<file path="config.mk">
export PLATFORM = sky130hd
export DESIGN_NAME = cpu_registers
export DESIGN_NICKNAME = d
export VERILOG_FILES = /design/src/rtl/cpu_regs_pkg.sv /design/src/rtl/cpu_registers_en_reg.sv /design/src/rtl/cpu_registers.sv
export SDC_FILE = /design/constraint.sdc
export NUM_CORES = 1
export LEC_CHECK = 0
export ABC_AREA = 1
export CAP_MARGIN = 20
export CORE_ASPECT_RATIO = 1.2
export CORE_MARGIN = 2
export CORE_UTILIZATION = 44
export DETAILED_ROUTE_END_ITERATION = 10
export GPL_ROUTABILITY_DRIVEN = 0
export GPL_TIMING_DRIVEN = 0
export PLACE_DENSITY = 0.76
export SYNTH_ARGS = -nofsm -noshare
export SYNTH_HDL_FRONTEND = slang
export SYNTH_HIERARCHICAL = 1
export SYNTH_SLANG_ARGS = --single-unit
</file>
<file path="constraint.sdc">
create_clock -name clk -period 0.8 [get_ports clk]
set_input_delay 0.16 -clock clk [delete_from_list [all_inputs] [get_ports clk]]
set_output_delay 0.16 -clock clk [all_outputs]
set_load 0.005 [all_outputs]
</file>
<file path="src/rtl/cpu_regs_pkg.sv">
// rtl/cpu_regs_pkg.sv - shared types and constants for the cpu_registers bank
package cpu_regs_pkg;

    localparam int DATA_W = 8;

    typedef logic [DATA_W-1:0] data_t;

    localparam data_t REG_RST_VAL = '0;

    localparam int IDX_A = 0;
    localparam int IDX_B = 1;
    localparam int IDX_O = 2;

endpackage

</file>
<file path="src/rtl/cpu_registers_en_reg.sv">
// rtl/cpu_registers_en_reg.sv - WIDTH-bit load-enable register, sync active-low reset
module en_reg
    import cpu_regs_pkg::*;
#(
    parameter int WIDTH = DATA_W
) (
    input  logic             clk,
    input  logic             rstn,
    input  logic             en,
    input  logic [WIDTH-1:0] d,
    output logic [WIDTH-1:0] q
);

    always_ff @(posedge clk) begin
        if (!rstn) begin
            q <= WIDTH'(REG_RST_VAL);
        end else if (en) begin
            q <= d;
        end
    end

endmodule

</file>
<file path="src/rtl/cpu_registers.sv">
// rtl/cpu_registers.sv - A/B/OUT register bank on shared C_in bus; optional CPU_REGS_WRITTEN_FLAGS_EN
module cpu_registers
    import cpu_regs_pkg::*;
#(
    parameter int WIDTH = DATA_W
) (
    input  logic             clk,
    input  logic             rstn,
    input  logic [WIDTH-1:0] C_in,
    input  logic             write_a,
    input  logic             write_b,
    input  logic             write_o,
    output logic [WIDTH-1:0] A_reg,
    output logic [WIDTH-1:0] B_reg,
    output logic [WIDTH-1:0] OUT_reg
`ifdef CPU_REGS_WRITTEN_FLAGS_EN
    ,
    output logic [2:0]       written
`endif
);

    en_reg #(.WIDTH(WIDTH)) u_reg_a (
        .clk  (clk),
        .rstn (rstn),
        .en   (write_a),
        .d    (C_in),
        .q    (A_reg)
    );

    en_reg #(.WIDTH(WIDTH)) u_reg_b (
        .clk  (clk),
        .rstn (rstn),
        .en   (write_b),
        .d    (C_in),
        .q    (B_reg)
    );

    en_reg #(.WIDTH(WIDTH)) u_reg_o (
        .clk  (clk),
        .rstn (rstn),
        .en   (write_o),
        .d    (C_in),
        .q    (OUT_reg)
    );

`ifdef CPU_REGS_WRITTEN_FLAGS_EN
    // Sticky per-register flags; reset wins over any enable on the same edge.
    always_ff @(posedge clk) begin
        if (!rstn) begin
            written <= 3'b000;
        end else begin
            if (write_a) written[IDX_A] <= 1'b1;
            if (write_b) written[IDX_B] <= 1'b1;
            if (write_o) written[IDX_O] <= 1'b1;
        end
    end
`endif

endmodule

</file>
## Word-level counts from Yosys, hierarchy flattened

Cells that the tools add are included.

- Register bits after elaboration: 24
- Bits of input ports: 13

## Depth between registers and ports, before layout

- Word-level depth: 0
- Gate-level depth with buffers: 5

## Modules after synthesis

Netlist, hierarchy kept.

By module, submodules not included:

| module | times used | cells an instance | area an instance (um2) | sequential area each (um2) |
|---|---|---|---|---|
| en_reg | 3 | 51 | 356.6 | 160.2 |

## Worst setup path before layout

No wires, ideal clock.

- Kind: input port to flip-flop
- From: in write_a
- To: reg u_reg_a.q[0]
- Arrival: 0.523 ns
- Setup slack: 0.164 ns
- Stages: 4
- Cells stage by stage: buf_6 buf_8 nor2_1 nor2_1

RTL lines:

| item | RTL line | source |
|---|---|---|
| start: declaration | cpu_registers.sv:10 | `input logic write_a,` |
| end signal: assignment | cpu_registers_en_reg.sv:16 | `q <= WIDTH'(REG_RST_VAL);` |
| end: declaration | cpu_registers_en_reg.sv:11 | `output logic [WIDTH-1:0] q` |

## Worst setup path in the final report

- From: reg u_reg_a.q[6]
- To: out A_reg[6]

RTL lines:

| item | RTL line | source |
|---|---|---|
| end: declaration | cpu_registers.sv:13 | `output logic [WIDTH-1:0] A_reg,` |

No word-level cell between the ends.

==> summary.txt <==
Timing
  – Tcrit/Tclk final: 115%
  – RSZ-0062 raised after global routing: true
  – Worst-margin pin slew: 166 ps
  – Final hold vios: 0
  – Worst Slack Setup Final: -121 ps
  – Clock skew: 0 ps
  – Final TNS setup: -2710 ps
  – Slew HR: 88.9%
  – Final min period: 921 ps
  – Min Hold Slack: 73.9 ps
  – Fmax: 1.09 GHz
  – Fin. max-slew vios: 0
  – Setup violators final: 24

Layout
  – Share of cells above drive strength 1: 35.8%
  – Final Util: 61.9%
  – Post-route cell area: 1430 µm²
  – Diodes inserted: 0
  – Fin cells: 221
  – Area grow syn2layout: 33.3%
  – Final nets: 204

CTS
  – H-Tree Depth: 1
  – Longest Clk Path Bufs: 2
  – Clk_lat worst skew: 300 ps
  – CTS buffer count: 3
  – CTS Sinks: 24
  – CTS tree: done
  – Reg clk slew, reported paths: 120 ps
  – Cts hold-fix bufs: 0
  – Clk Tree Root Cell: clkbuf_4

Logic synthesis
  – Number of flops mapped to enable cells by yosys: 0
  – Mapped Area: 1070 µm²
  – Post-synthesis sequential area ratio: 44.9%
  – Synthesis-stage register bit count: 24
  – Async set or reset register ratio after synthesis: 0%
  – Yosys cell types: 7
  – Post-synth top cells: nor2_1, nand2_1, dfxtp_1, inv_1
  – Post-synth top area share: 44.9%
  – Net Count, Synth: 166
  – Most common cell in the netlist: nor2_1
  – Synth area leader: dfxtp_1
  – Yosys warnings: 6
  – Cells after Synth: 153
  – Synthesized area per cell: 6.99 µm²
  – Ys flop type: dfxtp_1
  – Top cells by area, synth: dfxtp_1, nor2_1, nand2_1

Status
  – Failing checks: negative setup slack
  – Outcome: finished, violations left

Setup path
  – Critical Path AT: 760 ps
  – Crit path max-delay family: flip-flops
  – Critical path type: reg2out
  – CP Buf/Inv Count: 1
  – Worst setup SP type: flip-flop
  – Worst endpoint required time: 640 ps
  – Crit-path slowest cell: dfxtp_2
  – Worst path max stage delay: 340 ps
  – Worst-path cell chain: buf_2
  – Worst setup EP type: output pin
  – CP max FO: 2

Power
  – Overall Power: 2.40 mW
  – Worst VDD drop: 1.02 mV
  – P per Cell Area: 1680 nW/µm²
  – Leak: 0.805 nW

Die
  – Core Area: 2310 µm²
  – Initial Utilization: 46.4%
  – IO Count: 37
  – Die Width: 49.0 µm
  – Die Y: 58.0 µm
  – Cell row count: 19
  – Die Footprint: 2840 µm²

Detailed routing
  – Wire per inst: 9.68 µm
  – Routed wire length: 2.14 mm
  – DRT iter0 DRCs: 20
  – Vias per cell: 4.29
  – Pre-Repair DR Iteration Count: 4
  – Final ANT Viol Nets: 0
  – Vias: 948
  – Drt drc: 0

GRT
  – GRT Residual Overflow: 0
  – First-pass GRT wire length: 3.42 mm
  – Largest net degree at the start of global routing: 14
  – Initial antenna violation count: 0
  – Vias in the first global route: 847
  – GRT Util Overall: 15.6%

Job
  – Maxcap violations: 0

Placement
  – Placement Setup Slack: -204 ps
  – Cell Area, Placed: 1430 µm²
  – IO Port Bufs: 32
  – Dpl cells: 216
  – DP Wirelength: 1.67 mm

Hold path
  – Hold Path Class: in2reg
## report_power, final
part | leakage, nW | switching [mW] | internal, mW
combinational | 0.577 | 0.206 | 0.248
sequential | 0.206 | 0.0427 | 1.29
clock | 0.0210 | 0.334 | 0.277
## placed cells by master, fill, tap and decap left out, drive strengths merged
cell	n
clkdlybuf4s50	8
nand2	48
buf	34
nor2	48
dfxtp	24
clkbuf	4
inv	24
## worst paths after layout
check	start	end	slack [ps]	depth (start not counted)
max	u_reg_a/q[6]$_SDFFE_PN0P_	A_reg[6]	-120	1
min	rstn	u_reg_b/q[2]$_SDFFE_PN0P_	70	3
max reg2reg	u_reg_o/q[0]$_SDFFE_PN0P_	u_reg_o/q[0]$_SDFFE_PN0P_	130	3
min reg2reg	u_reg_o/q[1]$_SDFFE_PN0P_	u_reg_o/q[1]$_SDFFE_PN0P_	470	2
## final cells by class
class / count / area, µm²
tap: 31 / 38.8
multi-input combinational: 96 / 375
buffer: 9 / 124
timing repair buffer: 33 / 251
sequential: 24 / 510
inverter: 24 / 90.1
clock buffer: 4 / 36.3
fill: 238 / 880
## worst register-to-register path: stages, from the launching register on
cell     delay, ps
dfxtp_2        340
buf_4          120
nor2_1          70
nor2_1          50
## cells by family (layout without fill, tap and decap cells)
family                 Yosys count  in the layout  share of synthesized area (%)
and+or+nand+nor                 96             96                           35.1
DFF                             24             24                           44.9
buffers and inverters           33             70                           20.0
## registers in the layout (all words and copies together) (netlist names)
signal,flops
u_reg_o/q,8
u_reg_a/q,8
u_reg_b/q,8
## per-layer routing
metal,up-vias,global-route usage (%),part of all wire (%)
met5,-,0,0
met3,2,3.87,5.9
li1,503,-,-
met1,411,16.6,43
met4,0,6.12,0.75
met2,32,29.4,51
## repair_timing
item | CTS | global route
pin swaps | 0 | 0
gates resized for setup | 121 | 6
hold endpoints to repair | 0 | 0
buffers inserted | 0 | 1
setup endpoints to repair | 24 | 24
Power figures use the tool's default switching activity.
==> patch 1, RTL diff (config.mk and constraints unchanged) <==
`REG_RST_VAL`: '0 -> 1.
--- a/src/rtl/cpu_regs_pkg.sv
+++ b/src/rtl/cpu_regs_pkg.sv
@@ -5,7 +5,7 @@
 
     typedef logic [DATA_W-1:0] data_t;
 
-    localparam data_t REG_RST_VAL = '0;
+    localparam data_t REG_RST_VAL = 1;
 
     localparam int IDX_A = 0;
     localparam int IDX_B = 1;
Check against the original RTL: not equivalent (a bounded check fails within 4 cycles, from zero or initial values and one cycle with rstn low).
==> patch 1 against the unedited design <==
The flow still finishes with violations (negative setup slack). Worst setup slack got worse by 0.0048 ns. Count of clock-buffer cells in the layout unchanged. Synthesized area decreased by 4.6%. Final area decreased by 3.4%. Power decreased by 0.54%. Global-route usage increased by 1.7 points. Non-clock buffer count unchanged. Clock skew unchanged. Die area decreased by 4.2%. First-iteration DRC count decreased by 45%. Sequential share of layout area increased by 1.3 points. Wire length decreased by 1.3%. Sequential cell count unchanged. Critical path type unchanged. Highest routed layer unchanged.
==> patch 1: results (changes against the unedited design) <==
Timing
  • Final worst setup slack: -0.1260 ns (was -0.1212 ns)
  • Worst hold slack: 0.1016 ns (was 0.07386 ns)
  • Final setup violation count: 24 (unchanged)

Yosys
  • Synth Net Count: 163 (was 166)
  • Sequential fraction of the synthesis area: 47.06% (was 44.91%)

Finish
  • Comb_multi_in: 93 (was 96)
  • Final Instance Count excl. Fillers: 218 (was 221)
  • Area of the multi-input gates: 367.9 um^2 (was 375.4 um^2)
  • Final net count: 201 (was 204)
  • Clock tree cell share of total cell area: 2.634% (was 2.544%)

Critical path
  • Reg2reg start: u_reg_b/q[7]$_SDFFE_PN0P_ (was u_reg_o/q[0]$_SDFFE_PN0P_)
  • Reg-to-Reg End: u_reg_b/q[7]$_SDFFE_PN0P_ (was u_reg_o/q[0]$_SDFFE_PN0P_)

Power and ir drop
  • Maximum vdd drop: 1235 uV (was 1019 uV)
  • Psw: 591.4 uW (was 582.8 uW)
  • Leak: 0.0007740 uW (was 0.0008048 uW)

Outcome
  • Status: finished, violations left (unchanged)
  • Failing checks: negative setup slack (unchanged)

Route
  • Met2 wire length: 1012 um (was 1082 um)
  • Wire length on met1: 952 um (was 914 um)
  • Drt initial violations: 11 (was 20)

Global routing
  • Met1 Usage GRT: 21.17% (was 16.61%)

Placement
  • Placed inst area: 0.001380 mm^2 (was 0.001429 mm^2)
  • DP Wirelength: 1617 um (was 1673 um)
  • Pre-CTS worst setup slack: -0.2027 ns (was -0.2044 ns)

Min path
  • Hold Crit Start: write_o (was rstn)
  • Worst hold path depth: 4 (was 3)
## patch 1: cell count changes after synthesis, sizes merged
cell | before | now
nand3 | 0 | 3
nor2 | 48 | 42
## patch 1: cells by family after synthesis
kind of cell	after synthesis
simple gates	93
buf+inv	33
flops	24
## patch 1: how the worst max path moves through the flow
stage	startpoint	slack, ns	end
global placement	u_reg_a/q[5]$_SDFFE_PN0P_	-0.18	A_reg[5]
finish	u_reg_a/q[5]$_SDFFE_PN0P_	-0.13	A_reg[5]
floorplan	write_a	0.13	u_reg_a/q[6]$_SDFFE_PN0P_
global route	u_reg_a/q[5]$_SDFFE_PN0P_	-0.17	A_reg[5]
detailed placement	C_in[4]	-0.20	u_reg_o/q[4]$_SDFFE_PN0P_
CTS	u_reg_a/q[5]$_SDFFE_PN0P_	-0.14	A_reg[5]
## patch 1: power groups by stage
stage	Sequential, uW	Clock (uW)	Combinational, uW
floorplan	1350	0	221
global placement	1340	0	470
detailed placement	1350	0	479
CTS	1330	655	403
global route	1350	703	488
finish	1340	623	430
==> patch 2, RTL diff (same flow settings) <==
Without the edit above. Put a register stage on the output `A_reg`, without a reset. The value now appears one clock later. The other outputs are not delayed to match.
--- a/src/rtl/cpu_registers.sv
+++ b/src/rtl/cpu_registers.sv
@@ -19,12 +19,14 @@
 `endif
 );
 
+    logic [WIDTH-1:0] A_reg_d;
+
     en_reg #(.WIDTH(WIDTH)) u_reg_a (
         .clk  (clk),
         .rstn (rstn),
         .en   (write_a),
         .d    (C_in),
-        .q    (A_reg)
+        .q    (A_reg_d)
     );
 
     en_reg #(.WIDTH(WIDTH)) u_reg_b (
@@ -56,5 +58,9 @@
     end
 `endif
 
+    always_ff @(posedge clk) begin
+        A_reg <= A_reg_d;
+    end
+
 endmodule
 
Formal check against the unedited RTL: not equivalent (a bounded check fails within 4 cycles, from zero or initial values and one cycle with rstn low).
==> patch 2 against the unedited design <==
The run still ends with negative setup slack left. Synthesized area grew 15%. Wire length up 12%. Final area increased by 15%. Sequential power up 31%. Sequential share of layout area is 4.4 points higher. Via count is 9.4% higher. Non-clock buffer count grew 3. Power is 42% higher. Hold slack worse by 0.021 ns. Worst setup slack got worse by 0.023 ns. Sequential cell count increased by 8. Critical endpoint is now B_reg[3]. Largest power group unchanged. Highest routed layer unchanged.
==> patch 2: results (changes against the unedited design) <==
Power and ir drop
  • Power Internal: 2628 uW (was 1820 uW)
  • Register share of total power: 51.7% (was 55.7%)
  • Maximum vdd drop: 1347 uV (was 1019 uV)
  • Sequential power: 1760 uW (was 1340 uW)
  • Leak: 0.0009058 uW (was 0.0008048 uW)

Timing
  • Max_slew headroom: 90.24% (was 88.92%)
  • Final setup violation count: 24 (unchanged)
  • Final worst setup slack: -0.1439 ns (was -0.1212 ns)
  • Clk_skew: 0.008724 ns (was 0 ns)
  • Worst hold slack: 0.05289 ns (was 0.07386 ns)

Route
  • Wire length on met1: 962 um (was 914 um)
  • Met2 wire length: 1216 um (was 1082 um)
  • Routed vias: 1,037 (was 948)
  • Met3 wire length: 171 um (was 127 um)
  • DRT Wirelength: 2397 um (was 2140 um)

CTS
  • Deepest level of the CTS H-tree: 2 (was 1)
  • Clock Pin Slew Worst Setup and Hold Paths: 0.10 ns (was 0.12 ns)
  • Clock latency on the worst-skew pair: 0.33 ns (was 0.30 ns)
  • CTS Buf Count: 5 (was 3)

Finish
  • Seq Cell Count: 32 (was 24)
  • NonClk Buf Share: 24.22% (was 26.32%)
  • Clock tree cell share of total cell area: 4.646% (was 2.544%)
  • Final Cell Area: 0.001643 mm^2 (was 0.001426 mm^2)
  • Clock buffers: 6 (was 4)

Yosys
  • Synth cell count leaders: nor2_1, nand2_1, dfxtp_1, inv_1 (unchanged)
  • Synth Net Count: 174 (was 166)
  • Mapped Cells: 161 (was 153)

Outcome
  • Failing checks: negative setup slack (unchanged)
  • Status: finished, violations left (unchanged)

Global routing
  • M2 GR Usage: 27.49% (was 29.35%)
  • Largest net degree at the start of global routing: 11 (was 14)
  • M3 GR Usage: 6.459% (was 3.866%)
  • Vias in the first global route: 920 (was 847)
  • Met1 Usage GRT: 17.62% (was 16.61%)
  • Overall routing resource usage: 16.51% (was 15.56%)

Placement
  • Pre-CTS worst setup slack: -0.2076 ns (was -0.2044 ns)

Critical path
  • CP arrival: 0.78 ns (was 0.76 ns)
[patch 2: cell types whose count changed after synthesis]
cell | before | now
dfxtp_1 | 24 | 32
[patch 2: logic make-up (layout without fill, tap and decap cells)]
family                 after synthesis  count (layout)  synth area share [%]
flip-flops                          32              32                 52.09
buffers and inverters               33              77                 17.40
AND/OR/NAND/NOR                     96              96                 30.52
[patch 2: timing repair]
action	CTS	global route
setup endpoints to repair	24	24
resized for setup	113	6
cloned	0	0
setup buffers	3	1
hold endpoints to repair	0	0
hold buffers	0	0
[patch 2: path summary, 6_finish.rpt]
kind	cells after the start	to	start
max	1	B_reg[3]	u_reg_b/q[3]$_SDFFE_PN0P_
min	3	u_reg_b/q[1]$_SDFFE_PN0P_	rstn
max reg2reg	3	u_reg_o/q[6]$_SDFFE_PN0P_	u_reg_o/q[6]$_SDFFE_PN0P_
min reg2reg	0	A_reg[0]$_DFF_P_	u_reg_a/q[0]$_SDFFE_PN0P_
